**src/rtl/spring_engine_arbiter_pkg.sv**
```systemverilog
// Shared types and defaults for the spring-engine arbiter slice.
// Holds the arbiter state encoding and the index-wrap helper.
package spring_engine_arbiter_pkg;

   typedef enum logic [1:0] {
      IDLE   = 2'd0,
      START  = 2'd1,
      BUSY   = 2'd2,
      FINISH = 2'd3
   } arb_state_t;

   localparam int NUM_REQ_DEF        = 2;
   localparam int NUM_NODES_DEF      = 10;
   localparam int FORCE_SIZE_DEF     = 8;
   localparam int TIMEOUT_CYCLES_DEF = 64;

   function automatic int wrap_inc(input int idx, input int modulus);
      return ((idx + 1) >= modulus) ? 0 : (idx + 1);
   endfunction

endpackage

```
**src/rtl/spring_engine_arbiter_if.sv**
```systemverilog
// Bundle between the step sequencer / spring engine and the arbiter.
// The arbiter takes the slave view; the sequencer+engine side takes the master view.
interface spring_engine_arbiter_if #(
   parameter int NUM_REQ    = spring_engine_arbiter_pkg::NUM_REQ_DEF,
   parameter int NUM_NODES  = spring_engine_arbiter_pkg::NUM_NODES_DEF,
   parameter int FORCE_SIZE = spring_engine_arbiter_pkg::FORCE_SIZE_DEF
);
   localparam int IDX_W = $clog2(NUM_REQ);
   localparam int CNT_W = $clog2(NUM_NODES) + 1;

   logic [NUM_REQ-1:0]    req_in;
   logic [NUM_REQ-1:0]    grant_out;
   logic [IDX_W-1:0]      grant_idx_out;
   logic                  eng_start_out;
   logic                  eng_force_valid_in;
   logic [FORCE_SIZE-1:0] eng_force_x_in;
   logic [FORCE_SIZE-1:0] eng_force_y_in;
   logic [FORCE_SIZE-1:0] eng_axle_x_in;
   logic [FORCE_SIZE-1:0] eng_axle_y_in;
   logic                  eng_done_in;
   logic [NUM_REQ-1:0]    force_valid_out;
   logic [FORCE_SIZE-1:0] force_x_out;
   logic [FORCE_SIZE-1:0] force_y_out;
   logic [CNT_W-1:0]      node_idx_out;
   logic [FORCE_SIZE-1:0] axle_x_out;
   logic [FORCE_SIZE-1:0] axle_y_out;
   logic [NUM_REQ-1:0]    done_out;
   logic                  err_out;

   modport slave (
      input  req_in, eng_force_valid_in, eng_force_x_in, eng_force_y_in,
             eng_axle_x_in, eng_axle_y_in, eng_done_in,
      output grant_out, grant_idx_out, eng_start_out, force_valid_out,
             force_x_out, force_y_out, node_idx_out, axle_x_out, axle_y_out,
             done_out, err_out
   );

   modport master (
      output req_in, eng_force_valid_in, eng_force_x_in, eng_force_y_in,
             eng_axle_x_in, eng_axle_y_in, eng_done_in,
      input  grant_out, grant_idx_out, eng_start_out, force_valid_out,
             force_x_out, force_y_out, node_idx_out, axle_x_out, axle_y_out,
             done_out, err_out
   );

endinterface

```
**src/rtl/spring_engine_arbiter_rr_picker.sv**
```systemverilog
// Round-robin first-set search: scans req_in starting at ptr_in and wrapping,
// returning the winner as one-hot and as a binary index.
module spring_engine_arbiter_rr_picker #(
   parameter int NUM_REQ = 2,
   parameter int IDX_W   = $clog2(NUM_REQ)
) (
   input  logic [NUM_REQ-1:0] req_in,
   input  logic [IDX_W-1:0]   ptr_in,
   output logic [NUM_REQ-1:0] grant_out,
   output logic [IDX_W-1:0]   idx_out,
   output logic               any_out
);

   localparam logic [IDX_W:0] NREQ_EXT = (IDX_W + 1)'(NUM_REQ);

   logic [IDX_W:0] pos_s;
   logic           take_s;

   // Walk candidates in priority order; the first requester seen wins.
   always_comb begin
      grant_out = '0;
      idx_out   = '0;
      any_out   = 1'b0;
      pos_s     = '0;
      take_s    = 1'b0;
      for (int i = 0; i < NUM_REQ; i++) begin
         pos_s  = {1'b0, ptr_in} + (IDX_W + 1)'(i);
         pos_s  = (pos_s >= NREQ_EXT) ? (pos_s - NREQ_EXT) : pos_s;
         take_s = ~any_out & req_in[pos_s[IDX_W-1:0]];
         grant_out[pos_s[IDX_W-1:0]] = take_s;
         idx_out = take_s ? pos_s[IDX_W-1:0] : idx_out;
         any_out = any_out | take_s;
      end
   end

endmodule

```
**src/rtl/spring_engine_arbiter.sv**
```systemverilog
// Shares one spring-force engine among NUM_REQ bodies: round-robin grant,
// start pulse, force/axle routing to the owner, and a hung-engine watchdog.
module spring_engine_arbiter
   import spring_engine_arbiter_pkg::*;
#(
   parameter int NUM_REQ        = NUM_REQ_DEF,
   parameter int NUM_NODES      = NUM_NODES_DEF,
   parameter int FORCE_SIZE     = FORCE_SIZE_DEF,
   parameter int TIMEOUT_CYCLES = TIMEOUT_CYCLES_DEF
) (
   input logic                      clk_in,
   input logic                      rst_in,
   spring_engine_arbiter_if.slave   arb_bus
);

   localparam int IDX_W = $clog2(NUM_REQ);
   localparam int CNT_W = $clog2(NUM_NODES) + 1;
   localparam int TO_W  = $clog2(TIMEOUT_CYCLES) + 1;

   localparam logic [CNT_W-1:0] CNT_MAX = CNT_W'(NUM_NODES + 1);
   localparam logic [CNT_W-1:0] CNT_EXP = CNT_W'(NUM_NODES);
   localparam logic [TO_W-1:0]  TO_LAST = TO_W'(TIMEOUT_CYCLES - 1);

   arb_state_t            state_r;
   logic [IDX_W-1:0]      ptr_r;
   logic [NUM_REQ-1:0]    grant_r;
   logic [IDX_W-1:0]      grant_idx_r;
   logic                  eng_start_r;
   logic [NUM_REQ-1:0]    force_valid_r;
   logic [FORCE_SIZE-1:0] force_x_r;
   logic [FORCE_SIZE-1:0] force_y_r;
   logic [CNT_W-1:0]      node_idx_r;
   logic [FORCE_SIZE-1:0] axle_x_r;
   logic [FORCE_SIZE-1:0] axle_y_r;
   logic [NUM_REQ-1:0]    done_r;
   logic                  err_r;
   logic [CNT_W-1:0]      sample_cnt_r;
   logic [TO_W-1:0]       to_cnt_r;

   logic [NUM_REQ-1:0]    req_mask_s;
   logic [NUM_REQ-1:0]    pick_grant_s;
   logic [IDX_W-1:0]      pick_idx_s;
   logic                  pick_any_s;

   // The finishing owner still holds req_in while its done pulse is out; hide it so it is not re-granted.
   assign req_mask_s = arb_bus.req_in & ~done_r;

   spring_engine_arbiter_rr_picker #(
      .NUM_REQ (NUM_REQ),
      .IDX_W   (IDX_W)
   ) u_picker (
      .req_in    (req_mask_s),
      .ptr_in    (ptr_r),
      .grant_out (pick_grant_s),
      .idx_out   (pick_idx_s),
      .any_out   (pick_any_s)
   );

   // Job sequencing, sample routing, watchdog and all registered outputs.
   always_ff @(posedge clk_in) begin
      if (!rst_in) begin
         state_r       <= IDLE;
         ptr_r         <= '0;
         grant_r       <= '0;
         grant_idx_r   <= '0;
         eng_start_r   <= 1'b0;
         force_valid_r <= '0;
         force_x_r     <= '0;
         force_y_r     <= '0;
         node_idx_r    <= '0;
         axle_x_r      <= '0;
         axle_y_r      <= '0;
         done_r        <= '0;
         err_r         <= 1'b0;
         sample_cnt_r  <= '0;
         to_cnt_r      <= '0;
      end else begin
         eng_start_r   <= 1'b0;
         force_valid_r <= '0;
         done_r        <= '0;
         err_r         <= 1'b0;
         case (state_r)
            IDLE: begin
               if (pick_any_s) begin
                  grant_r      <= pick_grant_s;
                  grant_idx_r  <= pick_idx_s;
                  sample_cnt_r <= '0;
                  to_cnt_r     <= '0;
                  state_r      <= START;
               end
            end
            START: begin
               eng_start_r <= 1'b1;
               to_cnt_r    <= '0;
               state_r     <= BUSY;
            end
            BUSY: begin
               if (arb_bus.eng_force_valid_in) begin
                  force_x_r     <= arb_bus.eng_force_x_in;
                  force_y_r     <= arb_bus.eng_force_y_in;
                  force_valid_r <= grant_r;
                  node_idx_r    <= sample_cnt_r;
                  if (sample_cnt_r != CNT_MAX) begin
                     sample_cnt_r <= sample_cnt_r + CNT_W'(1);
                  end
               end
               // A done on the last allowed cycle still counts as on time.
               if (arb_bus.eng_done_in) begin
                  axle_x_r <= arb_bus.eng_axle_x_in;
                  axle_y_r <= arb_bus.eng_axle_y_in;
                  state_r  <= FINISH;
               end else if (to_cnt_r == TO_LAST) begin
                  done_r      <= grant_r;
                  err_r       <= 1'b1;
                  axle_x_r    <= '0;
                  axle_y_r    <= '0;
                  ptr_r       <= IDX_W'(wrap_inc(int'(grant_idx_r), NUM_REQ));
                  grant_r     <= '0;
                  grant_idx_r <= '0;
                  state_r     <= IDLE;
               end else begin
                  to_cnt_r <= to_cnt_r + TO_W'(1);
               end
            end
            FINISH: begin
               done_r      <= grant_r;
               err_r       <= (sample_cnt_r != CNT_EXP);
               ptr_r       <= IDX_W'(wrap_inc(int'(grant_idx_r), NUM_REQ));
               grant_r     <= '0;
               grant_idx_r <= '0;
               state_r     <= IDLE;
            end
            default: begin
               state_r <= IDLE;
            end
         endcase
      end
   end

   assign arb_bus.grant_out       = grant_r;
   assign arb_bus.grant_idx_out   = grant_idx_r;
   assign arb_bus.eng_start_out   = eng_start_r;
   assign arb_bus.force_valid_out = force_valid_r;
   assign arb_bus.force_x_out     = force_x_r;
   assign arb_bus.force_y_out     = force_y_r;
   assign arb_bus.node_idx_out    = node_idx_r;
   assign arb_bus.axle_x_out      = axle_x_r;
   assign arb_bus.axle_y_out      = axle_y_r;
   assign arb_bus.done_out        = done_r;
   assign arb_bus.err_out         = err_r;

endmodule

```
**src/flat_wrapper.sv**
```systemverilog
// flat-port wrapper written by rule: the top's interface ports become plain ports
module spring_engine_arbiter_flat import spring_engine_arbiter_pkg::*;
#(
   parameter int NUM_REQ        = NUM_REQ_DEF,
   parameter int NUM_NODES      = NUM_NODES_DEF,
   parameter int FORCE_SIZE     = FORCE_SIZE_DEF,
   parameter int TIMEOUT_CYCLES = TIMEOUT_CYCLES_DEF
)
  (clk_in, rst_in, arb_bus_req_in, arb_bus_eng_force_valid_in, arb_bus_eng_force_x_in, arb_bus_eng_force_y_in, arb_bus_eng_axle_x_in, arb_bus_eng_axle_y_in, arb_bus_eng_done_in, arb_bus_grant_out, arb_bus_grant_idx_out, arb_bus_eng_start_out, arb_bus_force_valid_out, arb_bus_force_x_out, arb_bus_force_y_out, arb_bus_node_idx_out, arb_bus_axle_x_out, arb_bus_axle_y_out, arb_bus_done_out, arb_bus_err_out);
  spring_engine_arbiter_if #(.NUM_REQ(NUM_REQ), .NUM_NODES(NUM_NODES), .FORCE_SIZE(FORCE_SIZE)) arb_bus_i ();
  input logic clk_in;
  input logic rst_in;
  input wire logic [$bits(arb_bus_i.req_in)-1:0] arb_bus_req_in;
  input wire logic [$bits(arb_bus_i.eng_force_valid_in)-1:0] arb_bus_eng_force_valid_in;
  input wire logic [$bits(arb_bus_i.eng_force_x_in)-1:0] arb_bus_eng_force_x_in;
  input wire logic [$bits(arb_bus_i.eng_force_y_in)-1:0] arb_bus_eng_force_y_in;
  input wire logic [$bits(arb_bus_i.eng_axle_x_in)-1:0] arb_bus_eng_axle_x_in;
  input wire logic [$bits(arb_bus_i.eng_axle_y_in)-1:0] arb_bus_eng_axle_y_in;
  input wire logic [$bits(arb_bus_i.eng_done_in)-1:0] arb_bus_eng_done_in;
  output wire logic [$bits(arb_bus_i.grant_out)-1:0] arb_bus_grant_out;
  output wire logic [$bits(arb_bus_i.grant_idx_out)-1:0] arb_bus_grant_idx_out;
  output wire logic [$bits(arb_bus_i.eng_start_out)-1:0] arb_bus_eng_start_out;
  output wire logic [$bits(arb_bus_i.force_valid_out)-1:0] arb_bus_force_valid_out;
  output wire logic [$bits(arb_bus_i.force_x_out)-1:0] arb_bus_force_x_out;
  output wire logic [$bits(arb_bus_i.force_y_out)-1:0] arb_bus_force_y_out;
  output wire logic [$bits(arb_bus_i.node_idx_out)-1:0] arb_bus_node_idx_out;
  output wire logic [$bits(arb_bus_i.axle_x_out)-1:0] arb_bus_axle_x_out;
  output wire logic [$bits(arb_bus_i.axle_y_out)-1:0] arb_bus_axle_y_out;
  output wire logic [$bits(arb_bus_i.done_out)-1:0] arb_bus_done_out;
  output wire logic [$bits(arb_bus_i.err_out)-1:0] arb_bus_err_out;
  assign arb_bus_i.req_in = arb_bus_req_in;
  assign arb_bus_i.eng_force_valid_in = arb_bus_eng_force_valid_in;
  assign arb_bus_i.eng_force_x_in = arb_bus_eng_force_x_in;
  assign arb_bus_i.eng_force_y_in = arb_bus_eng_force_y_in;
  assign arb_bus_i.eng_axle_x_in = arb_bus_eng_axle_x_in;
  assign arb_bus_i.eng_axle_y_in = arb_bus_eng_axle_y_in;
  assign arb_bus_i.eng_done_in = arb_bus_eng_done_in;
  assign arb_bus_grant_out = arb_bus_i.grant_out;
  assign arb_bus_grant_idx_out = arb_bus_i.grant_idx_out;
  assign arb_bus_eng_start_out = arb_bus_i.eng_start_out;
  assign arb_bus_force_valid_out = arb_bus_i.force_valid_out;
  assign arb_bus_force_x_out = arb_bus_i.force_x_out;
  assign arb_bus_force_y_out = arb_bus_i.force_y_out;
  assign arb_bus_node_idx_out = arb_bus_i.node_idx_out;
  assign arb_bus_axle_x_out = arb_bus_i.axle_x_out;
  assign arb_bus_axle_y_out = arb_bus_i.axle_y_out;
  assign arb_bus_done_out = arb_bus_i.done_out;
  assign arb_bus_err_out = arb_bus_i.err_out;
  spring_engine_arbiter #(.NUM_REQ(NUM_REQ), .NUM_NODES(NUM_NODES), .FORCE_SIZE(FORCE_SIZE), .TIMEOUT_CYCLES(TIMEOUT_CYCLES)) u_core (.clk_in(clk_in), .rst_in(rst_in), .arb_bus(arb_bus_i));
endmodule
```
**config.mk**
```make
export PLATFORM = sky130hd
export DESIGN_NAME = spring_engine_arbiter_flat
export DESIGN_NICKNAME = d
export VERILOG_FILES = /design/src/rtl/spring_engine_arbiter_pkg.sv /design/src/rtl/spring_engine_arbiter_if.sv /design/src/rtl/spring_engine_arbiter_rr_picker.sv /design/src/rtl/spring_engine_arbiter.sv /design/src/flat_wrapper.sv
export SDC_FILE = /design/constraint.sdc
export NUM_CORES = 1
export LEC_CHECK = 0
export ABC_AREA = 1
export CORE_ASPECT_RATIO = 0.5
export CORE_MARGIN = 10
export CORE_UTILIZATION = 43
export CTS_BUF_LIST = sky130_fd_sc_hd__clkbuf_4
export DETAILED_ROUTE_END_ITERATION = 7
export PLACE_DENSITY = 0.83
export SETUP_SLACK_MARGIN = 0.15
export SYNTH_ARGS = -nofsm -noshare
export SYNTH_HDL_FRONTEND = slang
export SYNTH_SLANG_ARGS = --single-unit
```
**constraint.sdc**
```tcl
create_clock -name clk_in -period 1.59 [get_ports clk_in]
set_clock_uncertainty 0.05 [all_clocks]
set_input_delay 0.2385 -clock clk_in [delete_from_list [all_inputs] [get_ports clk_in]]
set_output_delay 0.2385 -clock clk_in [all_outputs]
set_load 0.05 [all_outputs]
```
After elaboration in Yosys (flattened, before gate mapping)
Cells that the tools add are included.
{"block": "op_classes", "add_sub_neg": 6, "magnitude_cmp": 7, "n_eq_ne": 13, "mux": 46, "n_bitwise": 6, "reduce_logical": 16}
{"op": "$mux 8", "count": 3}
{"op": "$mux 7", "count": 3}
{"op": "$pmux 7 s3", "count": 1}
{"op": "$mux 1", "count": 19}
{"op": "$mux 5", "count": 3}
{"op": "$mux 2", "count": 7}
{"op": "$reduce_and 4->1", "count": 3}
{"op": "$ne 5x4->1 const B", "count": 2}
{"op": "$pmux 5 s2", "count": 1}
{"op": "$pmux 2 s4", "count": 1}
{"op": "$add 7x1->7 const B", "count": 1}
{"op": "$eq 7x6->1 const B", "count": 1}
{"op": "$ne 2x1->1 const B", "count": 3}
{"op": "$ne 2x2->1 const B", "count": 3}
{"op": "$pmux 2 s3", "count": 1}
{"op": "$reduce_and 2->1", "count": 3}
{"op": "$reduce_and 3->1", "count": 2}
{"op": "$reduce_bool 2->1", "count": 3}
{"op": "$reduce_bool 3->1", "count": 2}
{"op": "$add 5x1->5 const B", "count": 1}
{"op": "$add 1x1->2 const B", "count": 2}
{"op": "$and 2x2->2", "count": 2}
{"op": "$eq 2x2->1 const B", "count": 2}
{"op": "$ge 2x2->1 const B", "count": 2}
{"op": "17 further kinds", "count": 23}
{"block": "totals", "register_bits": 61, "in_bits": 38, "output_inout_bits": 46, "word_cells": 109}

Logic depth before layout (Yosys ltp)
Gate-level depths: netlist of run 1.
{"block": "logic_depth", "word_depth": 10, "ltp_mapped": 10, "mapped_depth_nobuf": 9}

By module
A second synthesis of run 1 with hierarchy kept.
{"block": "unflattened", "cells_unflattened": 349, "area_unflattened_um2": 2546.2}
{"mod": "spring_engine_arbiter", "n_inst": 1, "cells_per_inst": 335, "area_each_um2": 2491.1, "seq_area_each_um2": 1221.2}
{"mod": "spring_engine_arbiter_rr_picker", "n_inst": 1, "cells_per_inst": 14, "area_each_um2": 55.1, "seq_area_each_um2": 0.0}

Worst setup path after synthesis of run 1
Ideal clock, no wire load.
{"block": "synth_path", "path_type": "register -> register", "startpoint": "register u_core.state_r[0]", "endpoint": "register u_core.to_cnt_r[2]", "setup_ns": 0.132, "arrival_ns": 1.345, "required_time_ns": 1.408, "setup_slack_ns": 0.063, "stages_incl_launch_ff": 11, "n_path_buf": 2, "period_less_slack_ns": 1.527, "path_cell_list": "dfxtp_1 inv_1 ha_1 buf_6 inv_1 buf_6 o21ai_0 nand2_1 nand2_2 nand2_1 a21oi_1"}
{"block": "synth_via", "elab_chain_cells": 3, "elab_cells_between_ends": 9, "classes_between": "5 x eq/ne; 1 x mux; 3 x reduce/logical"}
{"item": "from (decl)", "line_no": "spring_engine_arbiter.sv:24", "text": "arb_state_t state_r;"}
{"item": "from (signal assigned)", "line_no": "spring_engine_arbiter.sv:62", "text": "state_r <= IDLE;"}
{"item": "from (signal assigned)", "line_no": "spring_engine_arbiter.sv:89", "text": "state_r <= START;"}
{"item": "from (signal assigned)", "line_no": "spring_engine_arbiter.sv:95", "text": "state_r <= BUSY;"}
{"item": "$eq 2x2->1, or another cell as far along", "line_no": "spring_engine_arbiter.sv:82", "text": "case (state_r)"}
{"item": "$ne 2x2->1 (no source line), or another cell as far along"}
{"item": "$reduce_and 4->1 (no source line)"}
{"item": "to (signal assigned)", "line_no": "spring_engine_arbiter.sv:122", "text": "to_cnt_r <= to_cnt_r + TO_W'(1);"}
{"item": "to (decl)", "line_no": "spring_engine_arbiter.sv:38", "text": "logic [TO_W-1:0] to_cnt_r;"}
Several ways; a longest one is shown, not always the timed one.
A chain may end at the register's enable or synchronous reset.

Final worst setup path of run 1
{"block": "layout_path", "startpoint": "register u_core.to_cnt_r[1]", "endpoint": "register u_core.axle_y_r[1], in the netlist u_core.arb_bus.axle_y_out[1]"}
{"block": "layout_via", "elab_chain_cells": 3}
{"item": "$eq 7x6->1", "line_no": "spring_engine_arbiter.sv:112", "text": "end else if (to_cnt_r == TO_LAST) begin"}
{"item": "$reduce_bool 2->1 (no source line)"}
{"item": "$reduce_and 2->1 (no source line)"}
{"item": "to (signal assigned)", "line_no": "spring_engine_arbiter.sv:110", "text": "axle_y_r <= arb_bus.eng_axle_y_in;"}
{"item": "to (decl)", "line_no": "spring_engine_arbiter.sv:34", "text": "logic [FORCE_SIZE-1:0] axle_y_r;"}
Every way passes these cells.

==> results.json, run 1 <==
{
  "report.power.total_mw": 4.76,
  "max_freq_mhz": 667,
  "die_x_um": 130,
  "antenna_cells": 0,
  "dieArea_um2": 9770,
  "combPwrFrac_pct": 41.3,
  "final_antenna_net_count": 0,
  "drive_gt1_share_pct": 34.3,
  "p_int_mw": 2.86,
  "fin_setup_tns_ns": 0,
  "synth_cells": 345,
  "netlist_area_um2": 2610,
  "avgSynthCellArea_um2": 7.56,
  "cp_max_fo": 8,
  "cellLeakagePower_nw": 1.64,
  "slew_headroom_pct": 82.2,
  "hpwl_um": 5040,
  "dp_slack_ns": -0.00984,
  "period_share_pct": 94.2,
  "antenna_found_initial": 0,
  "drc": 0,
  "peakVddDrop_mv": 0.584,
  "end_kind": "flip-flop",
  "grt_max_degree": 25,
  "min_path_cells": 3,
  "reg2reg_from": "u_core.to_cnt_r[1]",
  "clock_latency_ns": 0.41,
  "p_sw_mw": 1.90,
  "grt_pass1_vias": 2264,
  "grt_setup_unrepaired": "yes",
  "clk_pin_slew_ns": 0.10,
  "worstHoldStart": "arb_bus_eng_axle_x_in[4]",
  "r2r_cells": 9,
  "maxCapViolCount": 0,
  "syn_nets": 390,
  "p_clk_share_pct": 20.8,
  "start_util_pct": 45.9,
  "crit_type": "reg2reg",
  "root_buffer": "clkbuf_4",
  "dr.pass1.iters": 5,
  "ff2ff_setup_slack_ns": 0.09,
  "ys_ff_latch": 61,
  "routedWlPerCell_um": 15.1,
  "ys_seq_area_share_pct": 46.8,
  "yosys_warnings": 0,
  "cts_tree": "built",
  "die_y_um": 75.1,
  "arrival_ns": 1.74,
  "clk_path_buf_depth": 2,
  "port_buffers": 83,
  "grt_pass1_wl_um": 11000,
  "pwr_density_cell_nw_per_um2": 1200,
  "r2r_end": "u_core.arb_bus.axle_y_out[1]",
  "slew_violations": 0,
  "synth_cell_type_count": 24,
  "nets": 490,
  "seqPwrFrac_pct": 37.9,
  "cts_buffers": 9,
  "vias_per_cell": 4.95,
  "io_pins": 84,
  "finalSetupViolCount": 0,
  "finalHoldViolations": 0,
  "coreArea_um2": 5680,
  "holdPathEnd": "u_core.arb_bus.axle_x_out[4]",
  "h-tree-depth": 3,
  "grt_usage_pct": 14.1,
  "wl_um": 7860,
  "utilization_pct": 69.6,
  "place_congestion": 0.833,
  "drtIter0Drc": 186,
  "swShare_pct": 39.9,
  "grt_overflow_total": 0,
  "start_kind": "flip-flop",
  "area_growth_pct": 51.6,
  "vias": 2583,
  "setup_ws_ns": 0.0918,
  "row_count": 19,
  "hp-class": "in2reg",
  "status": "complete, no violations",
  "hold_ws_ns": 0.335,
  "required_ns": 1.83,
  "post-route-min-period_ns": 1.50,
  "worst_slew_pin_slew_ns": 0.267,
  "clock-sinks": 61
}
## flip-flops by register name (all words and copies together), names as in the netlist, 2 cells and up
register	count
u_core.arb_bus.axle_x_out	8
u_core.arb_bus.axle_y_out	8
u_core.arb_bus.done_out	2
u_core.arb_bus.force_valid_out	2
u_core.arb_bus.force_x_out	8
u_core.arb_bus.force_y_out	8
u_core.arb_bus.grant_out	2
u_core.arb_bus.node_idx_out	5
u_core.sample_cnt_r	5
u_core.state_r	2
u_core.to_cnt_r	7
## power by group through the flow
stage / Combinational (mW) / Sequential, mW / Clock [mW]
global placement: 1.63 / 1.81 / 0
finish: 1.97 / 1.81 / 0.987
global route: 2.10 / 1.83 / 1.09
CTS: 1.68 / 1.79 / 1.02
floorplan: 0.687 / 2.25 / 0
detailed placement: 1.64 / 1.82 / 0
## repair_timing
item	in CTS	in global routing
resized for setup	8	72
setup buffers	1	7
pin swaps	1	14
setup endpoints to repair	58	36
gates cloned	0	1
hold buffers	0	0
## worst max-delay path by stage
stage,start,endpoint,slack (ns),cells after the start
3_3_place_gp,u_core.state_r[0],u_core.to_cnt_r[2],0.07,7
3_5_place_dp,u_core.state_r[1],u_core.to_cnt_r[3],-0.01,6
6_report,u_core.to_cnt_r[1],u_core.arb_bus.axle_y_out[1],0.09,9
2_1_floorplan,u_core.state_r[0],u_core.to_cnt_r[4],0.15,9
5_1_grt,u_core.to_cnt_r[1],u_core.to_cnt_r[0],-0.01,10
4_1_cts,u_core.state_r[1],u_core.to_cnt_r[4],0.12,8
## area by class of cell
| cell class | instances | area [µm²] |
|---|---|---|
| clock buffer | 9 | 67.6 |
| clock inverter | 6 | 55.1 |
| fill | 431 | 1730 |
| inverter | 22 | 95.1 |
| multi-input combinational | 245 | 1470 |
| sequential | 61 | 1240 |
| tap | 73 | 91.3 |
| timing repair buffer | 105 | 930 |
| timing repair inverter | 1 | 11.3 |
## cell families after synthesis
| kind of cell | Yosys count | share of synthesized area, % |
|---|---|---|
| xor+xnor | 2 | 0.672 |
| simple gates | 179 | 30.8 |
| flops | 61 | 46.8 |
| buf+inv | 39 | 7.05 |
| compound gates | 57 | 11.3 |
| fa+ha+maj | 7 | 3.36 |
## per-layer routing
| layer | up-vias | share of wire [%] | global-route usage (%) |
|---|---|---|---|
| met1 | 1192 | 41 | 16.6 |
| met4 | 0 | 1.4 | 5.57 |
| met2 | 63 | 51 | 23.5 |
| met5 | - | 0 | 0 |
| met3 | 10 | 6.2 | 4.98 |
| li1 | 1318 | - | - |
## layout by cell type, fill, tap and decap left out, drive strengths merged
cell	n
nand2	74
buf	68
dfxtp	61
nor2	60
clkdlybuf4s50	37
nand3	35
a21oi	34
o21ai	22
inv	22
clkbuf	9
ha	7
clkinv	6
nand4	5
xor2	2
nor3	2
nor3b	2
nand3b	1
o211a	1
bufinv	1
## critical path, cell delays in order, from the launching register on
cell and delay, ns:
dfxtp_4 0.38, ha_4 0.15, nand2_4 0.06, nor2_4 0.14, nand2_4 0.08, nor2_4 0.20
buf_6 0.16, inv_8 0.05, nand3_1 0.06, a21oi_1 0.06
## synth_stat cells (all sizes together)
master | instances | area share (%)
nand2 | 74 | 12
dfxtp | 61 | 47
nor2 | 60 | 9.2
nand3 | 35 | 7.5
a21oi | 34 | 6.7
inv | 22 | 3.2
o21ai | 22 | 4.2
buf | 10 | 2.9
clkbuf | 7 | 1.0
ha | 7 | 3.4
nand4 | 5 | 1.2
nor3 | 2 | 0.38
nor3b | 2 | 0.58
xor2 | 2 | 0.67
nand3b | 1 | 0.29
o211a | 1 | 0.38
## stage by stage
stage	area, µm²	cells
floorplan	2620	345
global placement	3470	498
detailed placement	3470	498
CTS	3620	514
global route	3960	522
finish	3960	522
(Power assumes the default switching activity.)
==> run 2: changes to the inputs <==
==> constraint.sdc (replaced) <==
create_clock -name clk_in -period 1.59 [get_ports clk_in]
set_clock_uncertainty 0.05 [all_clocks]
set_input_delay 0.159 -clock clk_in [delete_from_list [all_inputs] [get_ports clk_in]]
set_output_delay 0.159 -clock clk_in [all_outputs]
set_load 0.05 [all_outputs]
==> results.json, run 2 (synthesis gave the netlist of run 1 again) <==
{
  "grt_pass1_wl_um": 11700,
  "start_kind": "flip-flop",
  "grt_pass1_vias": 2473,
  "final_common_cell": "buf_4",
  "pwr_density_cell_nw_per_um2": 1200,
  "min_path_cells": 3,
  "routedWlPerCell_um": 15.0,
  "report.power.total_mw": 4.60,
  "dr.pass1.iters": 4,
  "start_util_pct": 45.9,
  "max_freq_mhz": 680,
  "slew_headroom_pct": 81.8,
  "final_antenna_net_count": 0,
  "hpwl_um": 5280,
  "die_x_um": 130,
  "clock-sinks": 61,
  "io_pins": 84,
  "clk_pin_slew_ns": 0.11,
  "grt_usage_pct": 15.0,
  "clk_path_buf_depth": 2,
  "cp_max_fo": 7,
  "die_y_um": 75.1,
  "port_buffers": 83,
  "hp-class": "in2reg",
  "finalHoldViolations": 0,
  "fin_setup_tns_ns": 0,
  "end_kind": "flip-flop",
  "drive_gt1_share_pct": 30.1,
  "cts_tree": "built",
  "crit_type": "reg2reg",
  "vias": 2660,
  "drtIter0Drc": 199,
  "status": "complete, no violations",
  "place_congestion": 0.831,
  "cts_buffers": 9,
  "holdBufCountCts": 0,
  "post_dp_cell_area_um2": 3450,
  "grt_max_degree": 27,
  "antenna_found_initial": 0,
  "maxCapViolCount": 0,
  "vias_per_cell": 5.11,
  "slew_violations": 0,
  "grt_setup_unrepaired": "yes",
  "nets": 489,
  "worst_slew_pin_slew_ns": 0.273,
  "root_buffer": "clkbuf_4",
  "h-tree-depth": 3,
  "antenna_cells": 0,
  "utilization_pct": 67.7,
  "area_growth_pct": 47.4,
  "clock_latency_ns": 0.41,
  "finalSetupViolCount": 0,
  "stdcell_area_um2": 3840,
  "drc": 0,
  "setup_ws_ns": 0.120,
  "hold_ws_ns": 0.248,
  "wl_um": 7840,
  "arrival_ns": 1.76,
  "finalNonFillerCells": 521,
  "period_share_pct": 92.5,
  "dieArea_um2": 9770,
  "post-route-min-period_ns": 1.47,
  "cellLeakagePower_nw": 1.62,
  "peakVddDrop_mv": 0.546,
  "placed_cells": 497,
  "required_ns": 1.87,
  "dp_slack_ns": 0.00267,
  "coreArea_um2": 5680,
  "grt_overflow_total": 0,
  "row_count": 19,
  "layout_common_cells": "buf_4, nand2_1, dfxtp_1",
  "r2r_cells": 8
}
## run 2: final timing paths
kind | slack (ns) | endpoint | startpoint
min reg2reg | 0.43 | u_core.ptr_r | u_core.ptr_r
min | 0.25 | u_core.arb_bus.axle_y_out[0] | arb_bus_eng_axle_y_in[0]
max reg2reg | 0.12 | u_core.sample_cnt_r[3] | u_core.state_r[0]
max | 0.12 | u_core.sample_cnt_r[3] | u_core.state_r[0]
## run 2: worst max-delay path: stages, from the launching register on
cell	delay (ns)
dfxtp_2	0.35
inv_4	0.08
ha_4	0.24
nand2_2	0.09
inv_2	0.09
nand2_2	0.08
nand2_4	0.11
nand3_1	0.13
a21oi_1	0.18
## run 2: layout make-up
class                   count  area, µm²
fillers                   438       1840
repair inverters            1       6.26
inverters                  22       97.6
clock buffers              10       75.1
multi-input cells         245       1390
clock inverters             5       28.8
flip-flops and latches     61       1240
repair buffers            104        923
well taps                  73       91.3
## run 2: power breakdown
group          switching, mW  internal (mW)  total, mW
registers              0.106           1.70       1.80
logic                   1.24          0.684       1.93
clock network          0.556          0.319      0.876
total                   1.91           2.70       4.60
## run 2: what timing repair did
item / CTS / global route
buffers inserted: 4 / 4
hold endpoints to repair: 0 / 0
gates cloned: 1 / 0
setup endpoints to repair: 57 / 36
resized for setup: 22 / 37
pin swaps: 4 / 16
## run 2: layer usage
metal / wire length [µm] / global-route usage (%)
met1: 3110 / 17.2
met2: 4110 / 26.3
met3: 510 / 5.05
met4: 105 / 4.83
met5: 0 / 0
==> run 3: changes to the inputs <==
SETUP_SLACK_MARGIN = not set   (was 0.15)
==> results.json, run 3 (synthesis gave the netlist of run 1 again) <==
{
  "maxCapViolCount": 0,
  "period_share_pct": 94.7,
  "required_ns": 1.89,
  "hpwl_um": 5180,
  "final-seq-area_um2": 1230,
  "grt_overflow_total": 0,
  "root_buffer": "clkbuf_4",
  "cts_tree": "built",
  "clock-sinks": 61,
  "holdBufCountCts": 0,
  "antenna_cells": 0,
  "cp_cell_sequence": "inv_2, buf_4, ha_4, nand3_2, nand2_1, inv_2, nand3_2, nor2_2, nand2_1, nand2_1",
  "utilization_pct": 64.7,
  "dr.pass1.iters": 4,
  "nFillCells": 490,
  "r2r_end": "u_core.arb_bus.grant_out[1]",
  "port_buffers": 83,
  "area_growth_pct": 40.9,
  "coreArea_um2": 5680,
  "cts_buffers": 9,
  "post-route-min-period_ns": 1.51,
  "hp-class": "in2reg",
  "wl_um": 7000,
  "hold_ws_ns": 0.245,
  "die_y_um": 75.1,
  "status": "complete, no violations",
  "clk_path_buf_depth": 2,
  "worstHoldStart": "arb_bus_eng_axle_y_in[6]",
  "finalHoldViolations": 0,
  "dieArea_um2": 9770,
  "pwr_density_cell_nw_per_um2": 1210,
  "drtIter0Drc": 147,
  "start_kind": "flip-flop",
  "grt_pass1_vias": 2304,
  "final_common_cell": "nand2_1",
  "grt_pass1_wl_um": 11300,
  "drive_gt1_share_pct": 23.9,
  "row_count": 19,
  "vias_per_cell": 4.84,
  "min_path_cells": 3,
  "nets": 487,
  "final_antenna_net_count": 0,
  "end_kind": "flip-flop",
  "r2r_cells": 10,
  "grt_max_degree": 28,
  "multi_input_area_um2": 1260,
  "max_freq_mhz": 664,
  "layout_common_cells": "nand2_1, buf_4, dfxtp_1",
  "grt_usage_pct": 14.4,
  "vias": 2516,
  "start_util_pct": 45.9,
  "crit_path_frequent_cell": "nand2_1",
  "place_congestion": 0.875,
  "worst_slew_pin_slew_ns": 0.268,
  "grt_setup_unrepaired": "yes",
  "clk_pin_slew_ns": 0.10,
  "holdPathEnd": "u_core.arb_bus.axle_y_out[6]",
  "crit_path_top_delay_cell": "dfxtp_1",
  "peakVddDrop_mv": 0.458,
  "ff2ff_setup_slack_ns": 0.08,
  "drc": 0,
  "cellLeakagePower_nw": 1.56,
  "io_pins": 84,
  "finalSetupViolCount": 0,
  "slew_violations": 0,
  "antenna_found_initial": 0,
  "arrival_ns": 1.81,
  "fin_setup_tns_ns": 0,
  "routedWlPerCell_um": 13.5,
  "slew_headroom_pct": 82.1,
  "crit_type": "reg2reg",
  "slowest_delay_ns": 0.37,
  "die_x_um": 130,
  "cp_max_fo": 4,
  "h-tree-depth": 3,
  "clock_latency_ns": 0.41,
  "reg2reg_from": "u_core.state_r[0]"
}
==> run 3: changes by cell type in the layout (fill, tap and decap cells not counted), moves of 2 or more <==
cell     delta
inv_6       -2
nand2_1     +9
nand2_2     -3
nor2_1      +3
dfxtp_2     -4
a21oi_2     -3
dfxtp_1     +5
inv_4       -2
a21oi_1     +3
inv_1       +4
nand3_4     -2
nand2_4     -5
nor2_4      -2
==> run 3: worst max-delay path by stage <==
stage	from	to	slack (ns)	cells past startpoint
after global placement	u_core.state_r[0]	u_core.to_cnt_r[4]	0.04	7
after global routing	u_core.state_r[0]	u_core.sample_cnt_r[0]	-0.03	8
after CTS	u_core.state_r[0]	u_core.to_cnt_r[5]	0.003	9
after floorplan	u_core.state_r[0]	u_core.to_cnt_r[2]	0.06	10
final	u_core.state_r[0]	u_core.arb_bus.grant_out[1]	0.08	10
after detailed placement	u_core.state_r[0]	u_core.to_cnt_r[2]	-0.06	7
==> run 3: area by class of cell <==
| type | instances | area share [%] |
|---|---|---|
| Tap cell | 73 | 2.48 |
| Sequential cell | 61 | 33.4 |
| Clock inverter | 6 | 0.817 |
| Multi-Input combinational cell | 245 | 34.4 |
| Inverter | 22 | 2.31 |
| Timing Repair Buffer | 103 | 24.6 |
| Clock buffer | 10 | 2.04 |
==> run 3: what timing repair did <==
item,CTS,global route
setup buffers,0,2
setup endpoints to repair,25,32
pin swaps,0,1
resized for setup,2,16
hold endpoints to repair,0,0
==> run 3: critical path: cells and delay by family (launching register included) <==
kind	cells	cell delay, ns
buffers and inverters	3	0.31
and+or+nand+nor	6	0.56
adders and majority gates	1	0.17
DFF	1	0.37
==> run 3: through the flow <==
step | area [µm²] | instances | setup slack, ns | total power, mW
6_report | 3680 | 520 | 0.0838 | 4.43
5_1_grt | 3680 | 520 | -0.0340 | 4.72
4_1_cts | 3600 | 518 | 0.00324 | 4.34
3_5_place_dp | 3490 | 502 | -0.0649 | 3.48
3_3_place_gp | 3490 | 502 | 0.0368 | 3.45
2_1_floorplan | 2610 | 345 | 0.0630 | 2.92
==> run 3: report_power, final <==
group	internal [mW]	total, mW	leakage (nW)	switching (mW)
clock	0.320	0.864	0.0610	0.544
combinational	0.648	1.78	1.01	1.13
sequential	1.69	1.79	0.496	0.0959
total	2.66	4.43	1.56	1.77
==> run 3: routing by layer <==
metal  up-vias  track usage, %  wire length, µm
met1      1125            17.0             3000
met5         -               0                0
met3         9            4.77              484
li1       1318               -                -
met2        64            24.1             3420
met4         0            5.69               96
